`src/rtl/mips32_fetch_queue.sv`:
```
// mips32_fetch_queue: instruction prefetch FIFO for the MIPS32 pipeline.
// Fetches words over a level req/ack handshake, queues {IR, NPC} pairs and
// hands them to decode over valid/ready. Branch redirects flush the queue.
// Optional feature macro: MIPS32_FETCHQ_HALT_STOP_EN -- when defined, pushing
// a HLT word (opcode 6'b111111) stops fetching until redirect or reset.
module mips32_fetch_queue #(
  parameter int          DEPTH    = 4,
  parameter int          ADDR_W   = 10,
  parameter int unsigned RESET_PC = 0,
  localparam int         CW       = $clog2(DEPTH + 1)
) (
  input  logic              clock,
  input  logic              reset,
  output logic              imem_req,
  output logic [ADDR_W-1:0] imem_addr,
  input  logic              imem_ack,
  input  logic [31:0]       imem_rdata,
  input  logic              redirect,
  input  logic [31:0]       redirect_pc,
  output logic              id_valid,
  output logic [31:0]       id_ir,
  output logic [31:0]       id_npc,
  input  logic              id_ready,
  output logic [CW-1:0]     count
);

  localparam int PW = $clog2(DEPTH);

  logic [ADDR_W-1:0] pc_q, pc_d, pc_inc;
  logic [PW-1:0]     rd_q, rd_d, wr_q, wr_d;
  logic [CW-1:0]     cnt_q, cnt_d;
  logic [31:0]       ir_mem  [DEPTH];
  logic [ADDR_W-1:0] npc_mem [DEPTH];
  logic [31:0]       last_ir_q;
  logic [ADDR_W-1:0] last_npc_q;
  logic              halted;
  logic              push, pop;
  logic              unused_rpc_hi;

  // Only the low ADDR_W bits of the branch target address instruction memory.
  assign unused_rpc_hi = ^redirect_pc[31:ADDR_W];

  assign pc_inc    = pc_q + 1'b1;
  assign imem_addr = pc_q;
  assign imem_req  = !reset && (cnt_q < CW'(DEPTH)) && !halted && !redirect;
  // imem_req already excludes the redirect cycle, so a late ack is dropped.
  assign push      = imem_req && imem_ack;
  assign pop       = id_valid && id_ready;

  assign count     = cnt_q;
  assign id_valid  = (cnt_q != '0);
  // An empty queue shows the last word handed to decode (zero after reset).
  assign id_ir     = id_valid ? ir_mem[rd_q] : last_ir_q;
  assign id_npc    = {{(32-ADDR_W){1'b0}}, (id_valid ? npc_mem[rd_q] : last_npc_q)};

  // Next-state for pc, pointers and occupancy; redirect overrides push/pop.
  always_comb begin
    pc_d  = pc_q;
    rd_d  = rd_q;
    wr_d  = wr_q;
    cnt_d = cnt_q;
    if (redirect) begin
      pc_d  = redirect_pc[ADDR_W-1:0];
      rd_d  = '0;
      wr_d  = '0;
      cnt_d = '0;
    end else begin
      if (push) begin
        pc_d = pc_inc;
        wr_d = wr_q + 1'b1;
      end
      if (pop) rd_d = rd_q + 1'b1;
      case ({push, pop})
        2'b10:   cnt_d = cnt_q + 1'b1;
        2'b01:   cnt_d = cnt_q - 1'b1;
        default: cnt_d = cnt_q;
      endcase
    end
  end

  // Control state registers.
  always_ff @(posedge clock or posedge reset) begin
    if (reset) begin
      pc_q  <= ADDR_W'(RESET_PC);
      rd_q  <= '0;
      wr_q  <= '0;
      cnt_q <= '0;
    end else begin
      pc_q  <= pc_d;
      rd_q  <= rd_d;
      wr_q  <= wr_d;
      cnt_q <= cnt_d;
    end
  end

  // Queue storage; contents are only observed through valid entries.
  always_ff @(posedge clock) begin
    if (push) begin
      ir_mem[wr_q]  <= imem_rdata;
      npc_mem[wr_q] <= pc_inc;
    end
  end

  // Remember the most recently consumed entry for display while empty.
  always_ff @(posedge clock or posedge reset) begin
    if (reset) begin
      last_ir_q  <= '0;
      last_npc_q <= '0;
    end else if (pop && !redirect) begin
      last_ir_q  <= ir_mem[rd_q];
      last_npc_q <= npc_mem[rd_q];
    end
  end

`ifdef MIPS32_FETCHQ_HALT_STOP_EN
  logic halted_q;
  // HLT pushed -> stop requesting; already queued entries keep draining.
  always_ff @(posedge clock or posedge reset) begin
    if (reset)                                     halted_q <= 1'b0;
    else if (redirect)                             halted_q <= 1'b0;
    else if (push && imem_rdata[31:26] == 6'h3f)   halted_q <= 1'b1;
  end
  assign halted = halted_q;
`else
  assign halted = 1'b0;
`endif

endmodule

```
`config.mk`:
```
export PLATFORM = sky130hd
export DESIGN_NAME = mips32_fetch_queue
export DESIGN_NICKNAME = d
export VERILOG_FILES = /design/src/rtl/mips32_fetch_queue.sv
export SDC_FILE = /design/constraint.sdc
export NUM_CORES = 1
export LEC_CHECK = 0
export CAP_MARGIN = 30
export CORE_UTILIZATION = 30
export CTS_BUF_LIST = sky130_fd_sc_hd__clkbuf_8
export DETAILED_ROUTE_END_ITERATION = 12
export GPL_TIMING_DRIVEN = 1
export SLEW_MARGIN = 15
export SYNTH_ARGS = -nofsm -noshare
export SYNTH_HDL_FRONTEND = slang
export SYNTH_SLANG_ARGS = --single-unit
```
`constraint.sdc`:
```
create_clock -name clock -period 4.6 [get_ports clock]
set_input_delay 0.69 -clock clock [delete_from_list [all_inputs] [get_ports clock]]
set_output_delay 0.69 -clock clock [all_outputs]
set_load 0.005 [all_outputs]
```
Yosys cells after proc, flatten, opt, wreduce, memory -nomap -nowiden. Memory sizes are Yosys's and may differ from the RTL's. Cells that the tools add are included. Widths: inputs -> output; s select.

Flip-flop bits (word level): 59. Bits in writable memories: 168. Bits of input ports: 69. Output and inout port bits: 79. Word-level logic and storage cells: 39. Memories kept: 2.

Add/sub/neg operators: 5. $lt $le $gt $ge: 1. Eq/ne operators: 2. Mux-type cells: 12. Reductions and logical operators: 11.

Memory list: ir_mem (words 4, bits a word 32, rd ports 1, clocked after Yosys merged registers in 0, wr ports 1, RTL line 32) `logic [31:0] ir_mem [DEPTH];`; npc_mem (words 4, bits a word 10, rd ports 1, clocked after Yosys merged registers in 0, wr ports 1, RTL line 33) `logic [ADDR_W-1:0] npc_mem [DEPTH];`.

Operators by type and width (number): $mux 32 (1); $mux 10 (3); $add 10x1->10 const B (1); $mux 2 (4); $pmux 3 s2 (1); $reduce_bool 3->1 (2); $logic_and 1x1->1 (5); $add 2x1->2 const B (2); $reduce_bool 2->1 (2); $add 3x1->3 const B (1); $lt 3x3->1 const B (1); $mux 3 (1); $sub 3x1->3 const B (1); $eq 2x1->1 const B (1); $eq 2x2->1 const B (1); $logic_not 1->1 (2); $mux 1 (2).

Longest topological paths before layout.
Depth after elaboration: 7. Depth in mapped cells: 7. Depth with buffers taken out: 5.

Worst setup path before layout. No wires, ideal clock.

Kind: input to register. Start point: in reset. End point: mem ir_mem[3][0], enable pin. Library setup time: 0.404 ns. Arrival time: 2.374 ns. Data required time: 4.196 ns. Setup slack: 1.823 ns. Stages: 3. Buffers on the path: 1. Path through: nor3b_1 > buf_2 > and3_1.

Longest elaborated chain between the ends: 6.

RTL lines: start, declared (RTL line 13) `input logic reset,`; $logic_not 1->1 (no line); $logic_and 1x1->1 (2 in series) (RTL line 45) `assign imem_req = !reset && (cnt_q < CW'(DEPTH)) && !halted && !redirect;`; $logic_and 1x1->1 (RTL line 47) `assign push = imem_req && imem_ack;`; $mux 1 (RTL line 98) `if (push) begin`; $mux 1 (implied by the code) (RTL line 99) `ir_mem[wr_q] <= imem_rdata;`; end, declared (RTL line 32).

Every way passes these cells.

Worst setup path in the final report.
Start point: reg cnt_q[2], in the netlist count[2]. End point: out id_ir[27].

Longest elaborated chain between the ends: 2.

RTL lines: start, declared (RTL line 31) `logic [CW-1:0] cnt_q, cnt_d;`; start signal, assigned (RTL line 92) `cnt_q <= cnt_d;`; $reduce_bool 3->1 (RTL line 51) `assign id_valid = (cnt_q != '0);`; $mux 32 (RTL line 53) `assign id_ir = id_valid ? ir_mem[rd_q] : last_ir_q;`; end, declared (RTL line 21) `output logic [31:0] id_ir,`.

Every way passes these cells.

==> impl_metrics.json <==
{
  "status": "completed",
  "grt_max_degree": 43,
  "fmax_mhz": 265,
  "cts_max_level": 2,
  "synthSimpleGateAreaFrac_pct": 3.15,
  "antenna_found_initial": 0,
  "dieHeight_um": 181,
  "port_buffers": 103,
  "path_max_fanout": 24,
  "synth_common_cells": "edfxtp_1, dfrtp_1, mux2_2, mux4_2, mux2_4",
  "end_kind": "primary output",
  "grt_pass1_vias": 5595,
  "setup_viol": 0,
  "ys_ff_latch": 227,
  "cp.required_ns": 3.91,
  "total_power_mw": 5.79,
  "hold_path.class": "reg -> reg",
  "switching_power_mw": 1.48,
  "cts_sinks": 227,
  "gp_congestion": 0.745,
  "seq_area_frac_synth_pct": 67.8,
  "intPower_mw": 4.31,
  "worst_slew_pin_slew_ns": 0.980,
  "stdcell_area_sq_um": 11700,
  "post_cts_buffers": 0,
  "synthCells": 512,
  "clkLatencyLatePin_ns": 0.52,
  "ys_async_sr_fraction_pct": 26.0,
  "chipWidth_um": 181,
  "dieArea_sq_um": 32800,
  "fin_cells": 1071,
  "cts_buffers": 40,
  "synthTopCellsByArea": "edfxtp_1, dfrtp_1, mux4_2",
  "p_leak_nw": 4.11,
  "p_sw_share_pct": 25.6,
  "synth_edf_count": 168,
  "critPathArrivalTime_ns": 3.08,
  "fp-row-count": 65,
  "finClkSkew_ns": 0.0190,
  "synth_area_leader_cell": "edfxtp_1",
  "num-nets-final": 713,
  "critPathBufInv": 2,
  "tritoncts": "yes",
  "ios": 148,
  "synth_top_family_by_area": "multiplexers",
  "synthMuxAreaShare_pct": 21.4,
  "start_util_pct": 30.5,
  "maxCapViolations": 0,
  "drcViolationCount": 0,
  "ant_nets": 0,
  "hold_viol_final": 0,
  "cts-root-buf": "clkbuf_8",
  "p_per_area_nw_per_um2": 495,
  "wl_per_cell_um": 18.9,
  "cp_slowest_stage_delay_ns": 0.61,
  "setup_tns_ns": 0,
  "vias": 5044,
  "core_area_sq_um": 31600,
  "synth_most_common_cell": "edfxtp_1",
  "finalWirelength_um": 20200,
  "ys_warn_count": 0,
  "cts_buffer_depth": 3,
  "synthAdderAreaFrac_pct": 0.859,
  "dpl_cell_area_sq_um": 11000,
  "fill_cells": 2917,
  "clkPwrFrac_pct": 28.7,
  "synth_xor_area_share_pct": 1.18,
  "regArea_sq_um": 6530,
  "grt_setup_unrepaired": "false",
  "synth_ff_type": "edfxtp_1",
  "first_iter_violations": 265,
  "crit_family": "buffers and inverters",
  "drive_above_1_share_pct": 28.4,
  "antennaDiodeCount": 0,
  "cp_slowest_cell": "or3_2",
  "grt_pass1_wl_um": 31700,
  "r2r_setup_slack_ns": 1.95,
  "cts.hold.buffers_added": 0,
  "ys_types": 43,
  "crit_chain": "or3_2 -> buf_4 -> mux2_2 -> clkdlybuf4s50_1",
  "overflow": 0,
  "syn_area_per_cell_sq_um": 18.8,
  "via_per_inst": 4.71,
  "crit_type": "reg -> out",
  "p_seq_share_pct": 45.2,
  "cp-start-kind": "register",
  "fin_crit_ns": 3.77,
  "multi_input_area_sq_um": 2820,
  "slew_violations": 0,
  "area_delta_synth_final_pct": 21.7,
  "grtUsageTotal_pct": 12.7,
  "firstDrtPassIters": 4,
  "peakVddDrop_mv": 0.139,
  "dp.cells": 998,
  "fin_crit_sh_pct": 82.0,
  "cts_resized": 0,
  "slew_headroom_pct": 34.7,
  "pwr-share-comb_pct": 26.0,
  "synth_area_sq_um": 9620,
  "synth_top_cell_area_share_pct": 52.5,
  "clk_pin_slew_ns": 0.06,
  "synth_compound_area_share_pct": 1.80,
  "hpwl_um": 11700
}
final cells by class:
| type | count | area share (%) |
|---|---|---|
| Inverter | 7 | 0.224 |
| Tap cell | 402 | 4.30 |
| Sequential cell | 227 | 55.7 |
| Timing Repair Buffer | 113 | 9.55 |
| Clock buffer | 40 | 4.70 |
| Multi-Input combinational cell | 249 | 24.1 |
| Clock inverter | 33 | 1.38 |
registers in the layout, indices dropped and copies added (netlist names):
name and cells:
npc_mem 40, rd_q 2, last_ir_q 32, last_npc_q 10
ir_mem 128, imem_addr 10, wr_q 2, count 3
stage by stage:
stage / utilization [%] / setup WS (ns) / hold WS (ns)
2_1_floorplan: - / 1.82 / 0.477
3_3_place_gp: 34.8 / 1.38 / 0.487
3_5_place_dp: 34.8 / 1.36 / 0.491
4_1_cts: 37.1 / 0.764 / 0.509
5_1_grt: 37.1 / 0.639 / 0.523
6_report: 37.1 / 0.829 / 0.505
per-layer routing:
metal / up-vias / global-route usage (%) / wire length, um
met5: - / 0 / 0
li1: 2226 / - / -
met3: 46 / 3.20 / 1190
met1: 2608 / 16.0 / 8710
met2: 164 / 20.9 / 9830
met4: 0 / 4.81 / 478
final timing paths:
check,startpoint,endpoint,cells past startpoint
worst max-delay path,count[2],id_ir[27],4
worst min-delay path,last_ir_q[13],last_ir_q[13],1
worst max register to register,count[2],last_npc_q[3],3
worst min register to register,last_ir_q[13],last_ir_q[13],1
max in group asynchronous,reset,last_ir_q[14],3
min in group asynchronous,reset,imem_addr[5],2
cells by family after synthesis:
kind of cell,after synthesis
flip-flops,227
multiplexers,128
buffers and inverters,57
AND/OR/NAND/NOR,54
AO/OA/AOI/OAI,26
XOR/XNOR,13
adder cells (fa/ha/maj),6
other,1
cell usage in the layout (no fill, tap or decap), types with 5 or more instances in the layout:
cell / n
a31oi_1: 7
buf_4: 9
clkbuf_8: 40
clkdlybuf4s50_1: 103
clkinv_1: 11
conb_1: 22
dfrtp_1: 57
edfxtp_1: 168
ha_1: 5
inv_1: 23
mux2_2: 44
mux2_4: 40
mux4_2: 42
nand2_1: 9
nand3_1: 7
nor2_1: 13
o21ai_0: 5
xnor2_1: 6
xor2_1: 7
power groups by stage:
| stage | Sequential, mW | Clock [mW] | Combinational (mW) |
|---|---|---|---|
| 6_report | 2.62 | 1.66 | 1.51 |
| 5_1_grt | 2.66 | 1.82 | 1.63 |
| 4_1_cts | 2.63 | 1.73 | 1.54 |
| 3_5_place_dp | 2.66 | 0 | 1.53 |
| 3_3_place_gp | 2.67 | 0 | 1.47 |
| 2_1_floorplan | 2.58 | 0 | 0.926 |
(Power assumes the default switching activity.)
